## src/rtl/mmio_timer_intr.sv

```systemverilog
`default_nettype none
// ---------------------------------------------------------------------------
// mmio_timer_intr : IOBUS-mapped interval timer with prescaler, one-shot /
//                   periodic modes and a single-cycle interrupt pulse.
// Revision 1.0 - initial release
// ---------------------------------------------------------------------------
module mmio_timer_intr #(
  parameter logic [31:0] BASE_AD = 32'h11100000,
  parameter int          PRE_W   = 8
) (
  input  logic        CLK,
  input  logic        RST_N,
  input  logic [31:0] IOBUS_ADDR,
  input  logic [31:0] IOBUS_OUT,
  input  logic        IOBUS_WR,
  output logic [31:0] IOBUS_RD,
  output logic        IOBUS_HIT,
  output logic        INTR
);

  localparam logic [31:0] C_AD_CTRL = BASE_AD;
  localparam logic [31:0] C_AD_TC   = BASE_AD + 32'h4;
  localparam logic [31:0] C_AD_CNT  = BASE_AD + 32'h8;
  localparam logic [31:0] C_AD_STAT = BASE_AD + 32'hC;

  logic             en_q,   en_d;
  logic             auto_q, auto_d;
  logic [PRE_W-1:0] div_q,  div_d;
  logic [PRE_W-1:0] pre_q,  pre_d;
  logic [31:0]      tc_q,   tc_d;
  logic [31:0]      cnt_q,  cnt_d;
  logic             pend_q, pend_d;
  logic             intr_q, intr_d;

  logic w_sel_ctrl, w_sel_tc, w_sel_cnt, w_sel_stat;
  logic w_wr_ctrl, w_wr_tc, w_wr_stat;
  logic w_tick, w_term, w_cancel, w_term_eff;
  logic w_restart, w_freeze;

  assign w_sel_ctrl = (IOBUS_ADDR == C_AD_CTRL);
  assign w_sel_tc   = (IOBUS_ADDR == C_AD_TC);
  assign w_sel_cnt  = (IOBUS_ADDR == C_AD_CNT);
  assign w_sel_stat = (IOBUS_ADDR == C_AD_STAT);

  assign w_wr_ctrl  = IOBUS_WR && w_sel_ctrl;
  assign w_wr_tc    = IOBUS_WR && w_sel_tc;
  assign w_wr_stat  = IOBUS_WR && w_sel_stat;

  // ">=" rather than "==" so a DIV lowered below the running prescaler
  // value wraps on the next cycle instead of running through 2^PRE_W.
  assign w_tick     = en_q && (pre_q >= div_q);
  assign w_term     = w_tick && (cnt_q == tc_q);

  // A TC write or a disabling CTRL write overrides a coincident terminal event.
  assign w_cancel   = w_wr_tc || (w_wr_ctrl && !IOBUS_OUT[0]);
  assign w_term_eff = w_term && !w_cancel;
  assign w_restart  = w_wr_tc || (w_wr_ctrl && IOBUS_OUT[0] && !en_q);
  assign w_freeze   = w_wr_ctrl && !IOBUS_OUT[0];

  always_comb begin
    en_d   = en_q;
    auto_d = auto_q;
    div_d  = div_q;
    pre_d  = pre_q;
    tc_d   = tc_q;
    cnt_d  = cnt_q;
    pend_d = pend_q;
    intr_d = 1'b0;

    if (en_q) begin
      if (w_tick) begin
        pre_d = '0;
        cnt_d = w_term ? 32'd0 : cnt_q + 32'd1;
      end else begin
        pre_d = pre_q + PRE_W'(1);
      end
    end

    if (w_wr_ctrl) begin
      auto_d = IOBUS_OUT[1];
      div_d  = IOBUS_OUT[PRE_W+7:8];
      en_d   = IOBUS_OUT[0] && !(w_term_eff && !IOBUS_OUT[1]);
    end else if (w_term_eff && !auto_q) begin
      en_d = 1'b0;
    end

    if (w_wr_tc) begin
      tc_d = IOBUS_OUT;
    end

    if (w_restart) begin
      cnt_d = '0;
      pre_d = '0;
    end else if (w_freeze) begin
      cnt_d = cnt_q;
      pre_d = pre_q;
    end

    // Set wins over a simultaneous W1C.
    pend_d = (pend_q && !(w_wr_stat && IOBUS_OUT[0])) || w_term_eff;
    intr_d = w_term_eff;
  end

  always_ff @(posedge CLK or negedge RST_N) begin
    if (!RST_N) begin
      en_q   <= 1'b0;
      auto_q <= 1'b0;
      div_q  <= '0;
      pre_q  <= '0;
      tc_q   <= '0;
      cnt_q  <= '0;
      pend_q <= 1'b0;
      intr_q <= 1'b0;
    end else begin
      en_q   <= en_d;
      auto_q <= auto_d;
      div_q  <= div_d;
      pre_q  <= pre_d;
      tc_q   <= tc_d;
      cnt_q  <= cnt_d;
      pend_q <= pend_d;
      intr_q <= intr_d;
    end
  end

  always_comb begin
    IOBUS_RD  = '0;
    IOBUS_HIT = 1'b0;
    if (w_sel_ctrl) begin
      IOBUS_HIT            = 1'b1;
      IOBUS_RD[0]          = en_q;
      IOBUS_RD[1]          = auto_q;
      IOBUS_RD[PRE_W+7:8]  = div_q;
    end else if (w_sel_tc) begin
      IOBUS_HIT = 1'b1;
      IOBUS_RD  = tc_q;
    end else if (w_sel_cnt) begin
      IOBUS_HIT = 1'b1;
      IOBUS_RD  = cnt_q;
    end else if (w_sel_stat) begin
      IOBUS_HIT   = 1'b1;
      IOBUS_RD[0] = pend_q;
    end
  end

  assign INTR = intr_q;

endmodule
`default_nettype wire

```

## config.mk

```make
export PLATFORM = sky130hd
export DESIGN_NAME = mmio_timer_intr
export DESIGN_NICKNAME = d
export VERILOG_FILES = /design/src/rtl/mmio_timer_intr.sv
export SDC_FILE = /design/constraint.sdc
export NUM_CORES = 1
export LEC_CHECK = 0
export ABC_CLOCK_PERIOD_IN_PS = 3100
export CORE_MARGIN = 2
export CORE_UTILIZATION = 30
export CTS_BUF_LIST = sky130_fd_sc_hd__clkbuf_8
export CTS_CLUSTER_DIAMETER = 100
export DETAILED_ROUTE_END_ITERATION = 8
export MAX_ROUTING_LAYER = met4
export PLACE_DENSITY = 0.63
export SYNTH_ARGS = -nofsm -noshare
export SYNTH_HDL_FRONTEND = slang
export SYNTH_SLANG_ARGS = --single-unit
```

## constraint.sdc

```tcl
create_clock -name CLK -period 3.1 [get_ports CLK]
set_input_delay 0.62 -clock CLK [delete_from_list [all_inputs] [get_ports CLK]]
set_output_delay 0.62 -clock CLK [all_outputs]
set_load 0.01 [all_outputs]
```

==> results.json <==
{
  "status": "complete, no violations",
  "postCtsHoldBufs": 0,
  "internal-power_mw": 1.48,
  "required_ps": 2480,
  "postSynthAreaPerCell_um2": 9.25,
  "rows": 48,
  "netlist_instances": 576,
  "gp_congestion": 0.914,
  "routed_wl_mm": 17.2,
  "switching_share": 0.242,
  "cts_max_level": 3,
  "routed_via_density": 5.32,
  "p_sw_mw": 0.472,
  "cp-end-kind": "output port",
  "critPathLaunchType": "input port",
  "io_pins": 101,
  "antenna_cells": 0,
  "cp_num_buf_inv": 5,
  "numCtsBuffers": 9,
  "setup_viol_count_final": 0,
  "post-route-period-util": 0.975,
  "slew_viol_final": 0,
  "power_leakage_nw": 3.14,
  "power.share.clock": 0.360,
  "ys_seq_area_frac": 0.394,
  "yosysWarnings": 0,
  "drv_cap": 0,
  "dieArea_um2": 18800,
  "dp_cells": 902,
  "clockBufferDepth": 2,
  "ir_worst_vdd_mv": 0.165,
  "synthDistinctLibCells": 56,
  "layout.nets": 794,
  "critPathTopFamily": "simple AND/OR/NAND/NOR gates",
  "grt_max_degree": 50,
  "initial_core_util": 0.307,
  "whs_ps": 272,
  "grt_overflow_total": 0,
  "insertion_delay_ps": 380,
  "drive_gt1_frac": 0.278,
  "drt-initial-drc-count": 365,
  "worst_path_max_delay_cell": "or2_4",
  "ys.flop_type": "dfrtp_1",
  "clkTransAtPathRegs_ps": 90,
  "finClkSkew_ps": 16.1,
  "p_per_area_nw_per_um2": 265,
  "dr.pass1.iters": 5,
  "post-route-min-period_ps": 3020,
  "grtUsageTotal": 0.189,
  "yosys_register_bits": 84,
  "instances_no_fill": 945,
  "cp_max_fo": 6,
  "antenna_found_initial": 0,
  "clock-root-buffer": "clkbuf_8",
  "ant_nets": 0,
  "p_seq_frac": 0.562,
  "tns_ps": 0,
  "path_class": "input port to output port",
  "fmax_mhz": 331,
  "io_buffers": 100,
  "cp.arrival_ps": 2400,
  "wl_per_cell_um": 18.2,
  "vias": 5030,
  "async_reset_ff_frac": 1.00,
  "hold_violations": 0,
  "core_um2": 17400,
  "hold_class": "input port to asynchronous set/reset pin",
  "netlist_area_um2": 5330,
  "syn_to_final_growth_pct": 37.7,
  "drc_errors": 0,
  "relSlewSlack": 0.549,
  "cts_tree": "built",
  "die_h_um": 137,
  "grt_pass1_wl_mm": 26.3,
  "synth_edf_count": 0,
  "utilization": 0.423,
  "critPathMaxStageDelay_ps": 310,
  "p_comb_frac": 0.078,
  "critPathMostFrequentCell": "buf_12",
  "dp_hpwl_mm": 11.8,
  "worst_pin_slew_ps": 676,
  "cts.sinks": 84,
  "grt_pass1_vias": 4794,
  "die_w_um": 137,
  "syn-num-nets": 653,
  "crit_chain": "clkbuf_2 -> nor4_2 -> nand4_1 -> or2_4 -> buf_6 -> nor3b_4 -> buf_12 -> buf_12 -> a22o_1 -> buf_2"
}
worst reg2reg max path: cells and delay by family, from the launching register on:
family | cells | cell delay (ps)
simple gates | 4 | 1450
fa+ha+maj | 1 | 320
flops | 1 | 410
compound gates | 2 | 530
cell type report:
class	instances	area, µm²
multi-input combinational	420	3110
tap	225	282
sequential	84	2100
clock buffer	10	138
timing repair buffer	174	1580
inverter	28	105
clock inverter	4	20.0
fill	1710	10000
cell usage in the layout, fill, tap and decap left out, types with 4 or more instances in the layout:
master / count
a21oi_1: 24
a21oi_2: 9
a22o_1: 25
a22oi_1: 5
a22oi_2: 5
and2_1: 10
buf_12: 10
buf_2: 24
buf_4: 51
buf_6: 9
clkbuf_2: 20
clkbuf_8: 10
clkdlybuf4s15_1: 5
clkdlybuf4s50_1: 37
dfrtp_1: 84
dlygate4sd2_1: 11
ha_1: 10
inv_1: 29
mux2_2: 32
mux2i_1: 12
nand2_1: 35
nand3_1: 24
nand4_1: 21
nor2_1: 34
nor3_1: 8
nor4_1: 15
nor4_2: 5
nor4b_1: 5
o211ai_1: 4
o21ai_0: 18
o22ai_1: 6
o31ai_1: 5
or3_1: 7
or4_1: 4
xnor2_1: 32
xor2_1: 5
final timing paths:
check | from | end | slack, ps | cells after the start
min in group CLK | pend_q | pend_q | 520 | 2
worst max register to register | pre_q[7] | cnt_q[20] | 350 | 7
worst min-delay path | RST_N | auto_q | 270 | 1
worst min register to register | pend_q | pend_q | 520 | 2
max in group asynchronous | RST_N | div_q[7] | 2180 | 2
worst max-delay path | IOBUS_ADDR[6] | IOBUS_RD[7] | 80 | 10
per-layer routing:
| metal | vias to the layer above | part of all wire | global-route usage |
|---|---|---|---|
| li1 | 2398 | - | - |
| met1 | 2448 | 0.46 | 0.254 |
| met2 | 149 | 0.45 | 0.280 |
| met3 | 35 | 0.053 | 0.0294 |
| met4 | 0 | 0.033 | 0.0911 |
| met5 | - | 0 | - |
state kept, by name, indices dropped and copies added, names as in the netlist:
name    flops
auto_q      1
pend_q      1
tc_q       32
pre_q       8
cnt_q      32
div_q       8
en_q        1
INTR        1
stage by stage:
stage | total power [mW] | cell area, µm² | worst slack (ps)
floorplan | 1.14 | 5330 | 33.5
global placement | 1.28 | 6850 | -634
detailed placement | 1.28 | 6850 | -706
CTS | 1.97 | 7340 | -57.9
global route | 2.03 | 7340 | -13.8
finish | 1.95 | 7340 | 76.2
what timing repair did:
action | 4_1_cts | 5_1_grt
gates cloned | 3 | 3
pin swaps | 18 | 17
setup endpoints to repair | 33 | 98
setup buffers | 29 | 3
resized for setup | 185 | 44
synth_stat cells, types with 20 or more instances:
cell type / instances / area, µm²
nor4_1: 20 / 125
o21ai_0: 20 / 100
nand2_1: 36 / 135
nand3_1: 24 / 120
nor2_1: 35 / 131
dfrtp_1: 84 / 2100
mux2_2: 33 / 372
a21oi_1: 33 / 165
a22o_1: 25 / 219
xnor2_1: 32 / 280
inv_1: 28 / 105
clkbuf_1: 30 / 113
nand4_1: 21 / 131
kinds of logic (layout without fill, tap and decap cells):
kind of cell,after synthesis,after routing,synth area share
AOI/OAI and AO/OA,127,127,0.163
xor gates and xnor gates,37,37,0.0608
adders and majority gates,10,10,0.0235
buffers and inverters,72,216,0.0561
DFF,84,84,0.394
muxes,46,46,0.0965
and+or+nand+nor,200,200,0.205
power by group through the flow:
stage          Clock, mW  Combinational, mW  Sequential [mW]
2_1_floorplan          0             0.0280             1.12
3_3_place_gp           0              0.159             1.12
3_5_place_dp           0              0.161             1.12
6_report           0.700              0.152             1.09
5_1_grt            0.772              0.166             1.09
4_1_cts            0.718              0.157             1.09
Power figures use the tool's default switching activity.
